**config.mk**
```make
export PLATFORM = sky130hd
export DESIGN_NAME = keypad_matrix_scanner_flat
export DESIGN_NICKNAME = d
export VERILOG_FILES = /design/src/rtl/kp_pkg.sv /design/src/rtl/keypad_matrix_scanner_if.sv /design/src/rtl/kp_event_fifo.sv /design/src/rtl/keypad_matrix_scanner.sv /design/src/flat_wrapper.sv
export SDC_FILE = /design/constraint.sdc
export NUM_CORES = 1
export LEC_CHECK = 0
export CORE_ASPECT_RATIO = 0.7
export CORE_MARGIN = 1.5
export CORE_UTILIZATION = 39
export DETAILED_ROUTE_END_ITERATION = 10
export PLACE_DENSITY = 0.56
export SLEW_MARGIN = 20
export SYNTH_ARGS = -nofsm -noshare
export SYNTH_HDL_FRONTEND = slang
export SYNTH_SLANG_ARGS = --single-unit
```
**constraint.sdc**
```tcl
create_clock -name clk -period 7.52 [get_ports clk]
set_input_delay 1.504 -clock clk [delete_from_list [all_inputs] [get_ports clk]]
set_output_delay 1.504 -clock clk [all_outputs]
set_load 0.03 [all_outputs]
```
**src/rtl/kp_pkg.sv**
```systemverilog
// Shared types and constants for the keypad matrix scanner and its event FIFO.
package kp_pkg;

   typedef enum logic [0:0] {
      S_DRIVE = 1'b0,
      S_EMIT  = 1'b1
   } kp_state_t;

   localparam int CNT_W          = 4;
   localparam int DEF_ROWS       = 4;
   localparam int DEF_COLS       = 4;
   localparam int DEF_SETTLE     = 4;
   localparam int DEF_DEBOUNCE   = 3;
   localparam int DEF_FIFO_DEPTH = 8;

   // Event word is {press, key_index}; the press flag sits just above the index.
   function automatic int press_pos(input int kw);
      return kw;
   endfunction

endpackage

```
**src/rtl/keypad_matrix_scanner_if.sv**
```systemverilog
// Event stream and overflow control between the scanner (master) and its consumer (slave).
interface keypad_matrix_scanner_if #(
   parameter int DW = 5
) ();

   // ev_data is held while ev_valid & ~ev_ready; ev_valid & ev_ready at a rising clk edge pops the head.
   logic          ev_valid;
   logic [DW-1:0] ev_data;
   logic          ev_ready;
   logic          overflow;
   logic          ovf_clr;

   modport master (output ev_valid, ev_data, overflow, input ev_ready, ovf_clr);
   modport slave  (input ev_valid, ev_data, overflow, output ev_ready, ovf_clr);

endinterface

```
**src/rtl/kp_event_fifo.sv**
```systemverilog
// Synchronous FIFO for key events; a push into a full FIFO is accepted when a pop happens in the same cycle.
module kp_event_fifo #(
   parameter int WIDTH = 5,
   parameter int DEPTH = 8
) (
   input  logic             clk,
   input  logic             rst,
   input  logic             push,
   input  logic [WIDTH-1:0] din,
   output logic             full,
   input  logic             pop,
   output logic [WIDTH-1:0] dout,
   output logic             empty
);

   localparam int AW = $clog2(DEPTH);

   logic [WIDTH-1:0] mem [DEPTH];
   logic [AW:0]      wr_ptr;
   logic [AW:0]      rd_ptr;
   logic             do_pop;
   logic             do_push;

   assign empty   = (wr_ptr == rd_ptr);
   assign full    = (wr_ptr[AW] != rd_ptr[AW]) && (wr_ptr[AW-1:0] == rd_ptr[AW-1:0]);
   assign do_pop  = pop && !empty;
   assign do_push = push && (!full || do_pop);
   assign dout    = mem[rd_ptr[AW-1:0]];

   always_ff @(posedge clk or posedge rst) begin
      if (rst) begin
         wr_ptr <= '0;
         rd_ptr <= '0;
         for (int i = 0; i < DEPTH; i++) mem[i] <= '0;
      end else begin
         if (do_push) begin
            mem[wr_ptr[AW-1:0]] <= din;
            wr_ptr              <= wr_ptr + 1'b1;
         end
         if (do_pop) rd_ptr <= rd_ptr + 1'b1;
      end
   end

endmodule

```
**src/rtl/keypad_matrix_scanner.sv**
```systemverilog
// Row-scanning keypad matrix reader: per-frame debounce of every key, press/release events queued in a FIFO.
module keypad_matrix_scanner
   import kp_pkg::*;
#(
   parameter int ROWS       = DEF_ROWS,
   parameter int COLS       = DEF_COLS,
   parameter int SETTLE     = DEF_SETTLE,
   parameter int DEBOUNCE   = DEF_DEBOUNCE,
   parameter int FIFO_DEPTH = DEF_FIFO_DEPTH
) (
   input  logic                     clk,
   input  logic                     rst,
   input  logic [COLS-1:0]          col,
   output logic [ROWS-1:0]          row,
   output logic [ROWS*COLS-1:0]     key_state,
   keypad_matrix_scanner_if.master  ev,
   output kp_state_t                fsm_state
);

   localparam int NK = ROWS * COLS;
   localparam int KW = $clog2(NK);
   localparam int RW = $clog2(ROWS);
   localparam int SW = $clog2(SETTLE);
   localparam int PB = press_pos(KW);

   logic [COLS-1:0]  sync1;
   logic [COLS-1:0]  col_sync;
   kp_state_t        state;
   kp_state_t        state_nx;
   logic [RW-1:0]    r;
   logic [SW-1:0]    settle;
   logic [KW-1:0]    k;
   logic [NK-1:0]    frame_raw;
   logic [CNT_W-1:0] cnt [NK];
   logic [CNT_W-1:0] cur_cnt;
   logic             settle_last;
   logic             r_last;
   logic             k_last;
   logic             diff;
   logic             flip;
   logic             drop;
   logic             pop;
   logic             fifo_full;
   logic             fifo_empty;
   logic [KW:0]      ev_word;

   assign settle_last = (settle == SW'(SETTLE - 1));
   assign r_last      = (r == RW'(ROWS - 1));
   assign k_last      = (k == KW'(NK - 1));
   assign fsm_state   = state;

   always_ff @(posedge clk or posedge rst) begin
      if (rst) begin
         sync1    <= '0;
         col_sync <= '0;
      end else begin
         sync1    <= col;
         col_sync <= sync1;
      end
   end

   always_ff @(posedge clk or posedge rst) begin
      if (rst) state <= S_DRIVE;
      else     state <= state_nx;
   end

   always_comb begin
      state_nx = state;
      case (state)
         S_DRIVE: if (settle_last && r_last) state_nx = S_EMIT;
         S_EMIT:  if (k_last) state_nx = S_DRIVE;
         default: state_nx = S_DRIVE;
      endcase
   end

   always_comb begin
      row = '1;
      if (state == S_DRIVE) row[r] = 1'b0;
   end

   always_ff @(posedge clk or posedge rst) begin
      if (rst) begin
         r         <= '0;
         settle    <= '0;
         frame_raw <= '0;
      end else if (state == S_DRIVE) begin
         if (settle_last) begin
            settle <= '0;
            r      <= r_last ? '0 : r + 1'b1;
            for (int i = 0; i < ROWS; i++)
               if (int'(r) == i) frame_raw[i*COLS +: COLS] <= ~col_sync;
         end else begin
            settle <= settle + 1'b1;
         end
      end
   end

   // One key per S_EMIT cycle: flip when the mismatch has persisted for DEBOUNCE frames.
   always_comb begin
      cur_cnt         = cnt[k];
      diff            = frame_raw[k] ^ key_state[k];
      flip            = (state == S_EMIT) && diff && (cur_cnt == CNT_W'(DEBOUNCE - 1));
      ev_word         = '0;
      ev_word[PB]     = ~key_state[k];
      ev_word[KW-1:0] = k;
   end

   always_ff @(posedge clk or posedge rst) begin
      if (rst) begin
         k         <= '0;
         key_state <= '0;
         for (int i = 0; i < NK; i++) cnt[i] <= '0;
      end else if (state == S_EMIT) begin
         k <= k_last ? '0 : k + 1'b1;
         if (!diff) begin
            cnt[k] <= '0;
         end else if (flip) begin
            cnt[k]       <= '0;
            key_state[k] <= ~key_state[k];
         end else begin
            cnt[k] <= cur_cnt + 1'b1;
         end
      end
   end

   assign pop         = !fifo_empty && ev.ev_ready;
   assign drop        = flip && fifo_full && !pop;
   assign ev.ev_valid = !fifo_empty;

   // A drop in the same cycle as ovf_clr keeps the flag set.
   always_ff @(posedge clk or posedge rst) begin
      if (rst)             ev.overflow <= 1'b0;
      else if (drop)       ev.overflow <= 1'b1;
      else if (ev.ovf_clr) ev.overflow <= 1'b0;
   end

   kp_event_fifo #(
      .WIDTH (KW + 1),
      .DEPTH (FIFO_DEPTH)
   ) u_fifo (
      .clk   (clk),
      .rst   (rst),
      .push  (flip),
      .din   (ev_word),
      .full  (fifo_full),
      .pop   (pop),
      .dout  (ev.ev_data),
      .empty (fifo_empty)
   );

endmodule

```
**src/flat_wrapper.sv**
```systemverilog
// flat-port wrapper written by rule: the top's interface ports become plain ports
module keypad_matrix_scanner_flat import kp_pkg::*;
#(
   parameter int ROWS       = DEF_ROWS,
   parameter int COLS       = DEF_COLS,
   parameter int SETTLE     = DEF_SETTLE,
   parameter int DEBOUNCE   = DEF_DEBOUNCE,
   parameter int FIFO_DEPTH = DEF_FIFO_DEPTH
)
  (clk, rst, col, row, key_state, fsm_state, ev_ev_valid, ev_ev_data, ev_overflow, ev_ev_ready, ev_ovf_clr);
  keypad_matrix_scanner_if #(.DW(($clog2((ROWS * COLS))) + 1)) ev_i ();
  input  logic clk;
  input  logic rst;
  input  logic [COLS-1:0] col;
  output logic [ROWS-1:0] row;
  output logic [ROWS*COLS-1:0] key_state;
  output kp_state_t fsm_state;
  output wire logic [$bits(ev_i.ev_valid)-1:0] ev_ev_valid;
  output wire logic [$bits(ev_i.ev_data)-1:0] ev_ev_data;
  output wire logic [$bits(ev_i.overflow)-1:0] ev_overflow;
  input wire logic [$bits(ev_i.ev_ready)-1:0] ev_ev_ready;
  input wire logic [$bits(ev_i.ovf_clr)-1:0] ev_ovf_clr;
  assign ev_ev_valid = ev_i.ev_valid;
  assign ev_ev_data = ev_i.ev_data;
  assign ev_overflow = ev_i.overflow;
  assign ev_i.ev_ready = ev_ev_ready;
  assign ev_i.ovf_clr = ev_ovf_clr;
  keypad_matrix_scanner #(.ROWS(ROWS), .COLS(COLS), .SETTLE(SETTLE), .DEBOUNCE(DEBOUNCE), .FIFO_DEPTH(FIFO_DEPTH)) u_core (.clk(clk), .rst(rst), .col(col), .row(row), .key_state(key_state), .ev(ev_i), .fsm_state(fsm_state));
endmodule
```
==> summary.md <==
| Metric | Value |
|---|---|
| Status | `complete, no violations` |
| Unique cell type count in the Yosys netlist | `47` |
| DRT Pass-1 Iters | `5` |
| Post-DR vias/cell | `5.42` |
| PwrDens | `223 nW/um2` |
| I/O pins | `36` |
| RD Place Congestion | `0.772` |
| Min Clock Period, post-route | `4330 ps` |
| Number of synthesized flops with an enable pin | `0` |
| Syn_area_per_cell | `11.8 um2` |
| Die width | `171 um` |
| Die area | `20500 um2` |
| Worst-case clock buffer depth | `2` |
| Largest net degree at the start of global routing | `107` |
| Largest fanout on the critical path | `14` |
| Crit-path cells | `mux4_2 > mux2_2 > clkdlybuf4s50_1` |
| Vias | `5097` |
| First-pass GRT wire length | `29600 um` |
| Clock latency at the later pin of the worst-skew pair | `430 ps` |
| Least-Margin Pin Slew | `1080 ps` |
| R2R cell count | `11` |
| Fraction of layout cells with a size suffix above 1 | `0.201` |
| Area grow syn2layout | `15.2%` |
| Min-Delay Path Class | `reg -> reg` |
| Maximum clock rate | `0.231 GHz` |
| Ys Warns | `0` |
| Number of cells on the critical path | `3` |
| Max VDD drop | `0.140 mV` |
| Initial drt markers | `333` |
| Overflow after GRT | `0` |
| Commonest cells in the netlist | `162 x dfrtp_1, 116 x nand2_1, 70 x o21ai_0, 48 x mux2_2, 30 x mux4_2` |
| RSZ-0062 raised after global routing | `no` |
| Setup_tns | `0 ps` |
| Die height | `120 um` |
| Slowest-stage cell, CP | `dfrtp_1` |
| Synth Flop Type | `dfrtp_1` |
| Final worst setup slack | `3190 ps` |
| Mapped Nets | `669` |
| Worst Path Arrival | `2830 ps` |
| Row cnt | `42` |
| Clock root buffer | `clkbuf_16` |
| Clk slew on worst S/H paths | `60 ps` |
| Hold depth | `0` |
| # setup viols final | `0` |
| Final Hold Fails | `0` |
| Worst clock skew | `7.86 ps` |
| Residual DRC | `0` |
| Crit-path max cell delay | `870 ps` |
| Asr flop ratio synth | `1.00` |
| CP required | `6020 ps` |
| Most common cell in the netlist | `dfrtp_1` |
| Port bufs | `35` |
| Slew HR | `0.280` |
| Post-synth top area cell | `dfrtp_1` |
| Max-cap violation count | `0` |
| Final HPWL from detailed placement | `12200 um` |
| Initial antenna violation count | `0` |
| Initial core utilization | `0.402` |
| Area contributors post-synth | `dfrtp_1 53%, mux4_2 8.8%, mux2_2 7.0%` |
| Min-delay src | `u_core.sync1[2]` |
| Buf/Inv on CP | `1` |
| Post-layout net count | `686` |
| Core Footprint | `19100 um2` |
| Syn Std Cell Area | `7680 um2` |
| Antenna cell count | `0` |
| Dpl ws | `3350 ps` |
| Final period util | `0.576` |
| Routed Antenna Nets | `0` |
| Startpoint type of the worst setup path | `flop` |
| Leak pwr | `3.85 nW` |
| Seq/Total Area, Yosys | `0.528` |
| Final WL | `18200 um` |
| Vias in the first global route | `5234` |
| CP Capture Type | `primary output` |
| Slew Viols, Final | `0` |
| Postcts setup bufs | `0` |
| H-tree levels | `4` |
| Crit path from | `u_core.u_fifo.rd_ptr[0]` |
| # resized after CTS | `0` |
| Gate Count Post-Synth | `648` |
| #FFs+latches synth | `162` |
| CTS tree | `built` |
| R2r startpoint | `u_core.k[1]` |
| Hold Buf Count CTS | `0` |
| Clock sinks | `162` |
| Top-area cell type share of the netlist area | `0.528` |
| Family with the most delay on the worst path | `multiplexers` |
| Wire length per cell | `19.4 um` |
| Total CTS buffers | `17` |
| Total track usage | `0.191` |
| Critical path class | `reg -> out` |
[area by class of cell]
cell class | count | area (um2)
fill | 1690 | 10200
tap | 264 | 330
inverter | 7 | 31.3
clock buffer | 19 | 433
multi-input combinational | 434 | 3400
timing repair buffer | 43 | 410
clock inverter | 12 | 184
sequential | 162 | 4060
[metrics by stage]
stage,cell area [um2],hold WS (ps),power (mW),std cells,util
2_1_floorplan,7680,331,1.04,648,-
3_3_place_gp,8220,334,1.07,910,0.431
3_5_place_dp,8230,345,1.08,910,0.431
4_1_cts,8840,355,1.99,941,0.464
5_1_grt,8840,361,2.04,941,0.464
6_report,8840,352,1.97,941,0.464
[flip-flops by register name (all words and copies together), names as in the netlist, 4 cells and up]
| signal | count |
|---|---|
| u_core.col_sync | 4 |
| u_core.k | 4 |
| u_core.frame_raw | 16 |
| u_core.cnt | 64 |
| u_core.sync1 | 4 |
| u_core.key_state | 16 |
| u_core.u_fifo.mem | 40 |
| u_core.u_fifo.rd_ptr | 4 |
| u_core.u_fifo.wr_ptr | 4 |
[path summary, 6_finish.rpt]
check                                           to  slack [ps]
max                                  ev_ev_data[1]        3190
min in group asynchronous  u_core.u_fifo.rd_ptr[1]        1650
min reg2reg                     u_core.col_sync[2]         350
min                             u_core.col_sync[2]         350
max in group asynchronous              u_core.k[0]        4500
max reg2reg                  u_core.u_fifo.mem[23]        3310
[worst register-to-register path, stage by stage, from the launching register on]
cell	delay, ps
dfrtp_1	790
buf_4	490
mux4_2	390
a22o_1	230
a221oi_2	260
ha_1	230
nand2_1	60
a311oi_1	400
o21ai_2	90
buf_4	260
nor3_2	500
mux2_2	400
[kinds of logic (layout without fill, tap and decap cells)]
group,count (synthesis),in the layout,share of synthesized area
multiplexers,102,102,0.195
AO/OA/AOI/OAI,106,106,0.0828
adder cells (fa/ha/maj),13,13,0.0212
flip-flops,162,162,0.528
XOR/XNOR,13,13,0.0173
buffers and inverters,52,81,0.0305
AND/OR/NAND/NOR,200,200,0.125
[placed cells by master (no fill, tap or decap), types with 7 or more instances in the layout]
cell type | Yosys | routed
o31ai_1 | 16 | 16
nor3_1 | 19 | 19
o21ai_0 | 70 | 70
mux2_1 | 11 | 11
clkdlybuf4s50_1 | 0 | 35
nand3_1 | 22 | 22
nand2_1 | 116 | 116
clkbuf_16 | 0 | 17
buf_4 | 4 | 8
mux2_2 | 48 | 48
nor2_1 | 7 | 7
mux4_2 | 30 | 30
dfrtp_1 | 162 | 161
ha_1 | 13 | 13
mux2i_1 | 8 | 8
xor2_1 | 7 | 7
[layer usage]
| metal | share of wire | wire length (um) | vias to the layer above | global-route usage |
|---|---|---|---|---|
| met5 | 0 | 0 | - | 0 |
| met4 | 0.013 | 240 | 0 | 0.0531 |
| met3 | 0.057 | 1040 | 16 | 0.0478 |
| met2 | 0.43 | 7910 | 154 | 0.279 |
| met1 | 0.50 | 9050 | 2584 | 0.282 |
| li1 | - | - | 2343 | - |
[where the power goes]
part           internal, mW  total, mW  switching (mW)
Clock                 0.556      0.913           0.356
Sequential            0.894      0.950          0.0562
Combinational        0.0584      0.109          0.0504
Total                  1.51       1.97           0.463
No activity file was read; power rests on OpenSTA's default activity.
